===== src/rtl/multicycle_control_if.sv =====
// Bundle between the instruction register / datapath and the multicycle controller.
// The controller takes the master view; whatever drives opcode/funct/stall takes the slave view.
interface multicycle_control_if #(
  parameter int CNT_WIDTH = 32
);
  logic [5:0]           opcode;
  logic [5:0]           funct;
  logic                 stall;
  logic [2:0]           state;
  logic [1:0]           RegDst;
  logic                 ALUSrc;
  logic [2:0]           ALUcntrl;
  logic [1:0]           MemToReg;
  logic                 jump;
  logic                 beq;
  logic                 bne;
  logic                 RegWr;
  logic                 MemWr;
  logic                 instrReg;
  logic                 PCReg;
  logic                 addrGen;
  logic                 R_rsReg;
  logic                 R_rtReg;
  logic                 illegal;
  logic [CNT_WIDTH-1:0] retired;

  modport master (
    input  opcode, funct, stall,
    output state, RegDst, ALUSrc, ALUcntrl, MemToReg, jump, beq, bne,
           RegWr, MemWr, instrReg, PCReg, addrGen, R_rsReg, R_rtReg,
           illegal, retired
  );

  modport slave (
    output opcode, funct, stall,
    input  state, RegDst, ALUSrc, ALUcntrl, MemToReg, jump, beq, bne,
           RegWr, MemWr, instrReg, PCReg, addrGen, R_rsReg, R_rtReg,
           illegal, retired
  );
endinterface


===== src/rtl/multicycle_control.sv =====
// Multicycle CPU control sequencer: IF/ID/EX/MEM/WB with memory wait states,
// global stall, single-cycle strobes, sticky trap and a retired-instruction counter.
module multicycle_control #(
  parameter int IF_WAIT   = 0,
  parameter int MEM_WAIT  = 0,
  parameter int CNT_WIDTH = 32
) (
  input  logic                 clk,
  input  logic                 reset,
  multicycle_control_if.master bus
);

  localparam int WMAX = (IF_WAIT > MEM_WAIT) ? IF_WAIT : MEM_WAIT;
  localparam int WW   = (WMAX < 1) ? 1 : $clog2(WMAX + 1);
  localparam logic [WW-1:0] IF_LAST  = WW'(IF_WAIT);
  localparam logic [WW-1:0] MEM_LAST = WW'(MEM_WAIT);

  typedef enum logic [2:0] {
    S_IF = 3'd0, S_ID = 3'd1, S_EX = 3'd2, S_MEM = 3'd3, S_WB = 3'd4, S_TRAP = 3'd5
  } state_t;

  // P_NONE doubles as the "undecoded" marker that sends ID into TRAP.
  typedef enum logic [2:0] {
    P_NONE, P_JUMP, P_JAL, P_BRANCH, P_ALU, P_LOAD, P_STORE
  } path_t;

  typedef struct packed {
    logic [1:0] reg_dst;
    logic       alu_src;
    logic [2:0] alu_cntrl;
    logic [1:0] mem_to_reg;
    logic       jump;
    logic       beq;
    logic       bne;
    path_t      path;
  } decode_t;

  state_t          state_q, state_d;
  logic [WW-1:0]   cnt_q, cnt_d;
  decode_t         dec, dec_q;
  logic [CNT_WIDTH-1:0] retired_q;

  logic instr_raw, addr_raw, rs_raw, mem_wr_raw, reg_wr_raw, pc_raw;

  // NOTE: every always_comb output gets a default first so no path leaves it unassigned (no latch).
  always_comb begin
    dec = '0;
    if (bus.opcode == 6'h00) begin
      case (bus.funct)
        6'h20: dec.path = P_ALU;
        6'h22: begin dec.path = P_ALU; dec.alu_cntrl = 3'd1; end
        6'h2a: begin dec.path = P_ALU; dec.alu_cntrl = 3'd3; end
        6'h08: begin dec.path = P_JUMP; dec.jump = 1'b1; end
        default: ;
      endcase
    end else begin
      case (bus.opcode)
        6'h23: begin
          dec.path = P_LOAD; dec.reg_dst = 2'd2; dec.alu_src = 1'b1; dec.mem_to_reg = 2'd1;
        end
        6'h2b: begin dec.path = P_STORE; dec.alu_src = 1'b1; end
        6'h02: begin dec.path = P_JUMP; dec.jump = 1'b1; end
        6'h03: begin
          dec.path = P_JAL; dec.reg_dst = 2'd1; dec.mem_to_reg = 2'd2; dec.jump = 1'b1;
        end
        6'h04: begin dec.path = P_BRANCH; dec.alu_cntrl = 3'd1; dec.beq = 1'b1; end
        6'h05: begin dec.path = P_BRANCH; dec.alu_cntrl = 3'd1; dec.bne = 1'b1; end
        6'h0e: begin
          dec.path = P_ALU; dec.reg_dst = 2'd2; dec.alu_src = 1'b1; dec.alu_cntrl = 3'd2;
        end
        6'h08: begin dec.path = P_ALU; dec.reg_dst = 2'd2; dec.alu_src = 1'b1; end
        default: ;
      endcase
    end
  end

  // Next state and unstalled strobes; ID uses the live decode, later states the latched path.
  always_comb begin
    state_d    = state_q;
    instr_raw  = 1'b0;
    addr_raw   = 1'b0;
    rs_raw     = 1'b0;
    mem_wr_raw = 1'b0;
    reg_wr_raw = 1'b0;
    pc_raw     = 1'b0;
    case (state_q)
      S_IF: begin
        if (cnt_q == IF_LAST) begin
          instr_raw = 1'b1;
          state_d   = S_ID;
        end
      end
      S_ID: begin
        addr_raw = 1'b1;
        case (dec.path)
          P_NONE:  state_d = S_TRAP;
          P_JUMP:  begin state_d = S_IF; pc_raw = 1'b1; end
          P_JAL:   state_d = S_WB;
          default: state_d = S_EX;
        endcase
      end
      S_EX: begin
        rs_raw = 1'b1;
        case (dec_q.path)
          P_BRANCH:        begin state_d = S_IF; pc_raw = 1'b1; end
          P_LOAD, P_STORE: state_d = S_MEM;
          default:         state_d = S_WB;
        endcase
      end
      S_MEM: begin
        mem_wr_raw = (dec_q.path == P_STORE);
        if (cnt_q == MEM_LAST) begin
          if (dec_q.path == P_STORE) begin
            state_d = S_IF;
            pc_raw  = 1'b1;
          end else begin
            state_d = S_WB;
          end
        end
      end
      S_WB: begin
        reg_wr_raw = 1'b1;
        pc_raw     = 1'b1;
        state_d    = S_IF;
      end
      S_TRAP:  state_d = S_TRAP;
      default: state_d = S_IF;
    endcase

    cnt_d = cnt_q;
    if (state_d != state_q)                        cnt_d = '0;
    else if (state_q == S_IF || state_q == S_MEM)  cnt_d = cnt_q + 1'b1;
  end

  // NOTE: sequential state uses non-blocking assignments so all registers update together.
  always_ff @(posedge clk) begin
    if (reset) begin
      state_q   <= S_IF;
      cnt_q     <= '0;
      dec_q     <= '0;
      retired_q <= '0;
    end else if (!bus.stall) begin
      state_q <= state_d;
      cnt_q   <= cnt_d;
      if (state_q == S_ID) dec_q <= dec;
      if (pc_raw)          retired_q <= retired_q + 1'b1;
    end
  end

  assign bus.state    = state_q;
  assign bus.RegDst   = dec_q.reg_dst;
  assign bus.ALUSrc   = dec_q.alu_src;
  assign bus.ALUcntrl = dec_q.alu_cntrl;
  assign bus.MemToReg = dec_q.mem_to_reg;
  assign bus.jump     = dec_q.jump;
  assign bus.beq      = dec_q.beq;
  assign bus.bne      = dec_q.bne;
  assign bus.illegal  = (state_q == S_TRAP);
  assign bus.retired  = retired_q;

  assign bus.instrReg = instr_raw  & ~bus.stall;
  assign bus.addrGen  = addr_raw   & ~bus.stall;
  assign bus.R_rsReg  = rs_raw     & ~bus.stall;
  assign bus.R_rtReg  = rs_raw     & ~bus.stall;
  assign bus.MemWr    = mem_wr_raw & ~bus.stall;
  assign bus.RegWr    = reg_wr_raw & ~bus.stall;
  assign bus.PCReg    = pc_raw     & ~bus.stall;

endmodule


===== src/flat_wrapper.sv =====
// flat-port wrapper written by rule: the top's interface ports become plain ports
module multicycle_control_flat 
#(
  parameter int IF_WAIT   = 0,
  parameter int MEM_WAIT  = 0,
  parameter int CNT_WIDTH = 32
)
  (clk, reset, bus_opcode, bus_funct, bus_stall, bus_state, bus_RegDst, bus_ALUSrc, bus_ALUcntrl, bus_MemToReg, bus_jump, bus_beq, bus_bne, bus_RegWr, bus_MemWr, bus_instrReg, bus_PCReg, bus_addrGen, bus_R_rsReg, bus_R_rtReg, bus_illegal, bus_retired);
  multicycle_control_if #(.CNT_WIDTH(CNT_WIDTH)) bus_i ();
  input  logic clk;
  input  logic reset;
  input wire logic [$bits(bus_i.opcode)-1:0] bus_opcode;
  input wire logic [$bits(bus_i.funct)-1:0] bus_funct;
  input wire logic [$bits(bus_i.stall)-1:0] bus_stall;
  output wire logic [$bits(bus_i.state)-1:0] bus_state;
  output wire logic [$bits(bus_i.RegDst)-1:0] bus_RegDst;
  output wire logic [$bits(bus_i.ALUSrc)-1:0] bus_ALUSrc;
  output wire logic [$bits(bus_i.ALUcntrl)-1:0] bus_ALUcntrl;
  output wire logic [$bits(bus_i.MemToReg)-1:0] bus_MemToReg;
  output wire logic [$bits(bus_i.jump)-1:0] bus_jump;
  output wire logic [$bits(bus_i.beq)-1:0] bus_beq;
  output wire logic [$bits(bus_i.bne)-1:0] bus_bne;
  output wire logic [$bits(bus_i.RegWr)-1:0] bus_RegWr;
  output wire logic [$bits(bus_i.MemWr)-1:0] bus_MemWr;
  output wire logic [$bits(bus_i.instrReg)-1:0] bus_instrReg;
  output wire logic [$bits(bus_i.PCReg)-1:0] bus_PCReg;
  output wire logic [$bits(bus_i.addrGen)-1:0] bus_addrGen;
  output wire logic [$bits(bus_i.R_rsReg)-1:0] bus_R_rsReg;
  output wire logic [$bits(bus_i.R_rtReg)-1:0] bus_R_rtReg;
  output wire logic [$bits(bus_i.illegal)-1:0] bus_illegal;
  output wire logic [$bits(bus_i.retired)-1:0] bus_retired;
  assign bus_i.opcode = bus_opcode;
  assign bus_i.funct = bus_funct;
  assign bus_i.stall = bus_stall;
  assign bus_state = bus_i.state;
  assign bus_RegDst = bus_i.RegDst;
  assign bus_ALUSrc = bus_i.ALUSrc;
  assign bus_ALUcntrl = bus_i.ALUcntrl;
  assign bus_MemToReg = bus_i.MemToReg;
  assign bus_jump = bus_i.jump;
  assign bus_beq = bus_i.beq;
  assign bus_bne = bus_i.bne;
  assign bus_RegWr = bus_i.RegWr;
  assign bus_MemWr = bus_i.MemWr;
  assign bus_instrReg = bus_i.instrReg;
  assign bus_PCReg = bus_i.PCReg;
  assign bus_addrGen = bus_i.addrGen;
  assign bus_R_rsReg = bus_i.R_rsReg;
  assign bus_R_rtReg = bus_i.R_rtReg;
  assign bus_illegal = bus_i.illegal;
  assign bus_retired = bus_i.retired;
  multicycle_control #(.IF_WAIT(IF_WAIT), .MEM_WAIT(MEM_WAIT), .CNT_WIDTH(CNT_WIDTH)) u_core (.clk(clk), .reset(reset), .bus(bus_i));
endmodule

===== config.mk =====
export PLATFORM = sky130hd
export DESIGN_NAME = multicycle_control_flat
export DESIGN_NICKNAME = d
export VERILOG_FILES = /design/src/rtl/multicycle_control_if.sv /design/src/rtl/multicycle_control.sv /design/src/flat_wrapper.sv
export SDC_FILE = /design/constraint.sdc
export NUM_CORES = 1
export LEC_CHECK = 0
export BUFFER_PORTS_ARGS = -buffer_cell sky130_fd_sc_hd__buf_2
export CAP_MARGIN = 25
export CORE_UTILIZATION = 45
export CTS_CLUSTER_DIAMETER = 50
export DETAILED_ROUTE_END_ITERATION = 12
export MAX_ROUTING_LAYER = met4
export PLACE_DENSITY = 0.72
export RECOVER_POWER = 25
export SYNTH_ARGS = -nofsm -noshare
export SYNTH_HDL_FRONTEND = slang
export SYNTH_SLANG_ARGS = --single-unit

===== constraint.sdc =====
create_clock -name clk -period 2.4 [get_ports clk]
set_clock_uncertainty 0.05 [all_clocks]
set_input_delay 0.48 -clock clk [delete_from_list [all_inputs] [get_ports clk]]
set_output_delay 0.48 -clock clk [all_outputs]
set_load 0.005 [all_outputs]

### Word level (Yosys, flattened, before mapping)

Cells that the tools add are included.

* register bits after elaboration: 50
* bits of input ports: 15
* output and inout bits: 54
* word-level logic and storage cells: 94

* add/subtract/negate cells: 2
* equality and inequality tests: 23
* multiplexer cells: 36
* bitwise operators: 7
* reduce and logical (&&, ||, !) cells: 15

Operators by type and width (count)
* 32-bit by 1-bit adder with 32-bit output, second input constant: 1
* 6-bit equality test, second input constant: 5
* 6-bit by 4-bit equality test with 1-bit output, second input constant: 3
* 1-bit 2-to-1 mux: 18
* 3-bit 2-to-1 mux: 6
* 3-bit one-hot mux with 6 select lines: 1
* 2-bit one-hot mux with 2 select lines: 4
* 3-bit one-hot mux with 5 select lines: 1
* 3-bit by 2-bit equality test with 1-bit output, second input constant: 4
* 3-bit equality test, second input constant: 4
* 6-bit by 2-bit equality test with 1-bit output, second input constant: 2
* 6-bit by 3-bit equality test with 1-bit output, second input constant: 2
* 3-bit one-hot mux with 2 select lines: 2
* 3-bit one-hot mux with 3 select lines: 1
* 2-bit OR reduction: 4
* 1-bit bitwise AND: 6
* 3-bit by 1-bit equality test with 1-bit output, second input constant: 2
* 3-bit logical NOT: 2
* 6-bit logical NOT: 1
* 2-bit AND reduction: 3
* 3-bit OR reduction: 2
* 2-bit 2-to-1 mux: 2
* 1-bit one-hot mux with 4 select lines: 1
* 4-bit OR reduction: 1
* other kinds (5): 5

### Logic depth before layout (Yosys ltp)

* depth after elaboration: 10
* depth in mapped cells: 10

### Least setup slack after synthesis

No wires, ideal clock.

* kind: input -> output
* from: in bus_opcode[5]
* to: out bus_PCReg
* data arrival time: 1.959 ns
* required time: 1.870 ns
* setup slack: -0.089 ns
* stages on the path: 8
* buffers on the path: 3
* cell sequence: buf_4 > nand4bb_1 > a21boi_1 > o22ai_1 > o31a_1 > buf_2 > buf_2 > inv_1

* word-level cells in the longest chain between the ends: 8
* elaborated cells on any way between the ends: 17
* those cells by class: eq/ne: 9; mux: 4; bitwise: 1; reduce/logical: 3

Ends and longest elaborated chain
* from (decl): line flat_wrapper.sv:12 `input wire logic [$bits(bus_i.opcode)-1:0] bus_opcode;`
* 6-bit by 4-bit equality test with 1-bit output / 6-bit by 3-bit equality test with 1-bit output (equally long branches): line multicycle_control.sv:57 `case (bus.opcode)`
* 2-bit OR reduction (no source line)
* 3-bit one-hot mux with 6 select lines: line multicycle_control.sv:57
* 3-bit 2-to-1 mux (*): line multicycle_control.sv:48 `if (bus.opcode == 6'h00) begin`
* 3-bit by 1-bit equality test with 1-bit output (*): line multicycle_control.sv:95 `case (dec.path)`
* 1-bit 2-to-1 mux (*): line multicycle_control.sv:95
* 1-bit one-hot mux with 4 select lines (*): line multicycle_control.sv:86 `case (state_q)`
* 1-bit bitwise AND (*): line multicycle_control.sv:167 `assign bus.PCReg = pc_raw & ~bus.stall;`
* to (decl): line flat_wrapper.sv:26 `output wire logic [$bits(bus_i.PCReg)-1:0] bus_PCReg;`

Every way passes the cells marked *; elsewhere a longest branch is shown, timed or not.

### Worst setup path after layout

Same ends and word-level chain as after synthesis.

==> metrics <==
leakage power=1.48 nW; worst-skew pair later-pin latency=0.31 ns; first drt pass iteration count=4; reg-to-reg slack, setup=0.12 ns; final hold violation count=0; drt wl/cell=15.3 µm; final period utilization=97.5%; FF+latch area=985 µm²; crit path launch=bus_opcode[5]; Final Util=63.3%; Worst-Margin Slew=0.546 ns; H-tree lvl count=2; sequential fraction of the synthesis area=34.7%; diode count=0; Pwr Density=448 nW/µm²; total number of vias=3095; crit path kind=in2out; Relative slew margins=63.6%; Yosys warning count=0; # rows=28; Syn Nets=380; Mapped Cells=364; CP endpoint kind=output pin; critical path cell sequence=buf_4, nor3b_4, a22o_2, o211ai_2, o31a_2, buf_12, inv_2, buf_2; height of the die=81.3 µm; DP Wirelength=5340 µm; Placed Cells=512; Final setup viols=0; CP max-delay cell=o31a_2; final slew viol count=0; commonest cells after routing, fill and taps aside=buf_2 (49), buf_4 (47), dfxtp_1 (46); Max Cap Viol=0; Reg clk slew, reported paths=0.09 ns; die footprint=6610 µm²; Most used DFF post-synth=dfxtp_1; Post-synth EDFFs=0; commonest non-fill, non-tap cell in the layout=buf_2; antenna violations before repair=0; status=complete, no violations; worst r2r path cells=6; arrival time at the worst endpoint=1.81 ns; Area Growth Syn to Fin=34.0%; Critical path buffers and inverters=4; detailed-route vias per instance=5.85; CTS Buffer Depth=2; Port Buffers=67; DRC viols=0; CP Depth=8; largest net degree at the start of global routing=27; first-pass GRT wire length=12800 µm; core area=5990 µm²; ys async rst share=0%; all-layer global routing usage=25.4%; setup tns final=0 ns; worst hold endpoint=u_core.bus.bne; Fillers=542; number of synthesized register bits=49; area of the multi-input gates=1810 µm²; Crit path max-delay family=compound AO/OA/AOI/OAI gates; syn_area_per_cell=7.77 µm²; Yosys cell types=59; Root Driver=clkbuf_8; die width=81.3 µm; post-layout net count=469; Iter 0 DRT Violations=200; Inserted Clock Buffers=5; worst hold path type=reg2reg; Final min period=2.34 ns; worst-path fanout max=6; GRT overflow=0; Worst path max stage delay=0.34 ns; effective utilization at floorplan=47.2%; CTS sink cnt=49; vias in the first global route=2705; VDD IR-drop max=0.294 mV; startpoint types=primary input; Post-Syn Area=2830 µm²; HP Start=u_core.bus.bne; CP required=1.87 ns; reg2reg end=u_core.bus.retired[28]; fin cells=529; Peak Freq=427 MHz; Total Routed Length=8110 µm; CTS Hold Bufs=0; layout cells sized above 1=33.3%; WHS Path Cells=2; IO Pins=69; RR Startpoint=u_core.bus.retired[7]; TritonCTS clock tree=yes; post-route ant nets=0; GP Congestion=0.861
-- through the flow --
| stage | power (mW) | area (µm²) | hold WS (ns) | worst slack [ns] |
|---|---|---|---|---|
| final | 1.70 | 3790 | 0.407 | 0.0593 |
| after global routing | 1.76 | 3790 | 0.429 | -0.00236 |
| after CTS | 1.68 | 3640 | 0.408 | 0.00804 |
| after detailed placement | 1.06 | 3400 | 0.396 | -0.195 |
| after global placement | 1.06 | 3400 | 0.394 | -0.124 |
| after floorplan | 0.978 | 2850 | 0.382 | -0.0173 |
-- power breakdown --
group | switching [mW] | leakage (nW) | internal [mW]
clock | 0.271 | 0.0585 | 0.340
combinational | 0.130 | 1.02 | 0.117
sequential | 0.0146 | 0.397 | 0.825
total | 0.415 | 1.48 | 1.28
-- worst max path at each step --
stage / end / slack (ns)
finish: bus_PCReg / 0.06
global route: bus_PCReg / -0.002
CTS: bus_PCReg / 0.008
detailed placement: u_core.bus.retired[26] / -0.19
global placement: u_core.bus.retired[11] / -0.12
floorplan: bus_PCReg / -0.02
-- registers in the layout, summed over array words and instances (netlist names) --
name                 cells
u_core.bus.MemToReg      2
u_core.bus.ALUcntrl      2
u_core.bus.beq           1
u_core.dec_q             3
u_core.bus.RegDst        2
u_core.bus.bne           1
u_core.bus.retired      32
u_core.bus.state         3
u_core.cnt_q             1
u_core.bus.jump          1
u_core.bus.ALUSrc        1
-- worst reg2reg max path, delay by kind of cell, from the launching register on --
family           cells  cell delay [ns]
DFF                  1             0.44
muxes                1             0.36
and+or+nand+nor      5             1.34
-- Yosys cell counts (3+ instances only) --
cell,n,share of area (%)
nor4_1,5,1.1
and2_1,4,0.88
inv_1,9,1.2
xor2_1,4,1.2
buf_4,9,2.4
o31ai_1,14,3.7
buf_2,4,0.71
or4_1,13,3.4
nand4_1,12,2.7
or3_1,16,3.5
a211oi_1,3,0.80
nor2_1,24,3.2
nand2_1,34,4.5
nor2b_1,9,2.0
dfxtp_1,49,35
nand3_1,13,2.3
and3_1,11,2.4
and4_1,3,0.93
nor3_1,6,1.1
clkbuf_1,16,2.1
a21oi_1,40,7.1
o21ai_0,20,3.5
-- area by class of cell --
| cell class | instances | share of cell area [%] |
|---|---|---|
| inverters | 9 | 0.891 |
| well taps | 75 | 2.48 |
| clock buffers | 7 | 2.28 |
| clock inverters | 1 | 0.792 |
| flip-flops and latches | 49 | 26.0 |
| multi-input cells | 274 | 47.7 |
| repair buffers | 114 | 19.8 |
-- per-layer routing --
| layer | wire length (µm) | up-vias | GRT usage [%] |
|---|---|---|---|
| li1 | - | 1522 | - |
| met1 | 3810 | 1466 | 33.5 |
| met2 | 3800 | 90 | 39.8 |
| met3 | 340 | 17 | 3.26 |
| met4 | 162 | 0 | 8.75 |
| met5 | 0 | - | - |
-- logic make-up after synthesis --
group	synth area share, %
AND/OR/NAND/NOR	33.2
AO/OA/AOI/OAI	21.2
flip-flops	34.7
buffers and inverters	7.34
XOR/XNOR	1.86
multiplexers	1.15
adder cells (fa/ha/maj)	0.442
other	0.133
-- timing repair --
action,in CTS,in global routing
cloned,1,0
hold endpoints to repair,0,0
resized for setup,10,38
setup endpoints to repair,1,25
pin swaps,5,9
setup buffers,8,0
(Power assumes the default switching activity.)
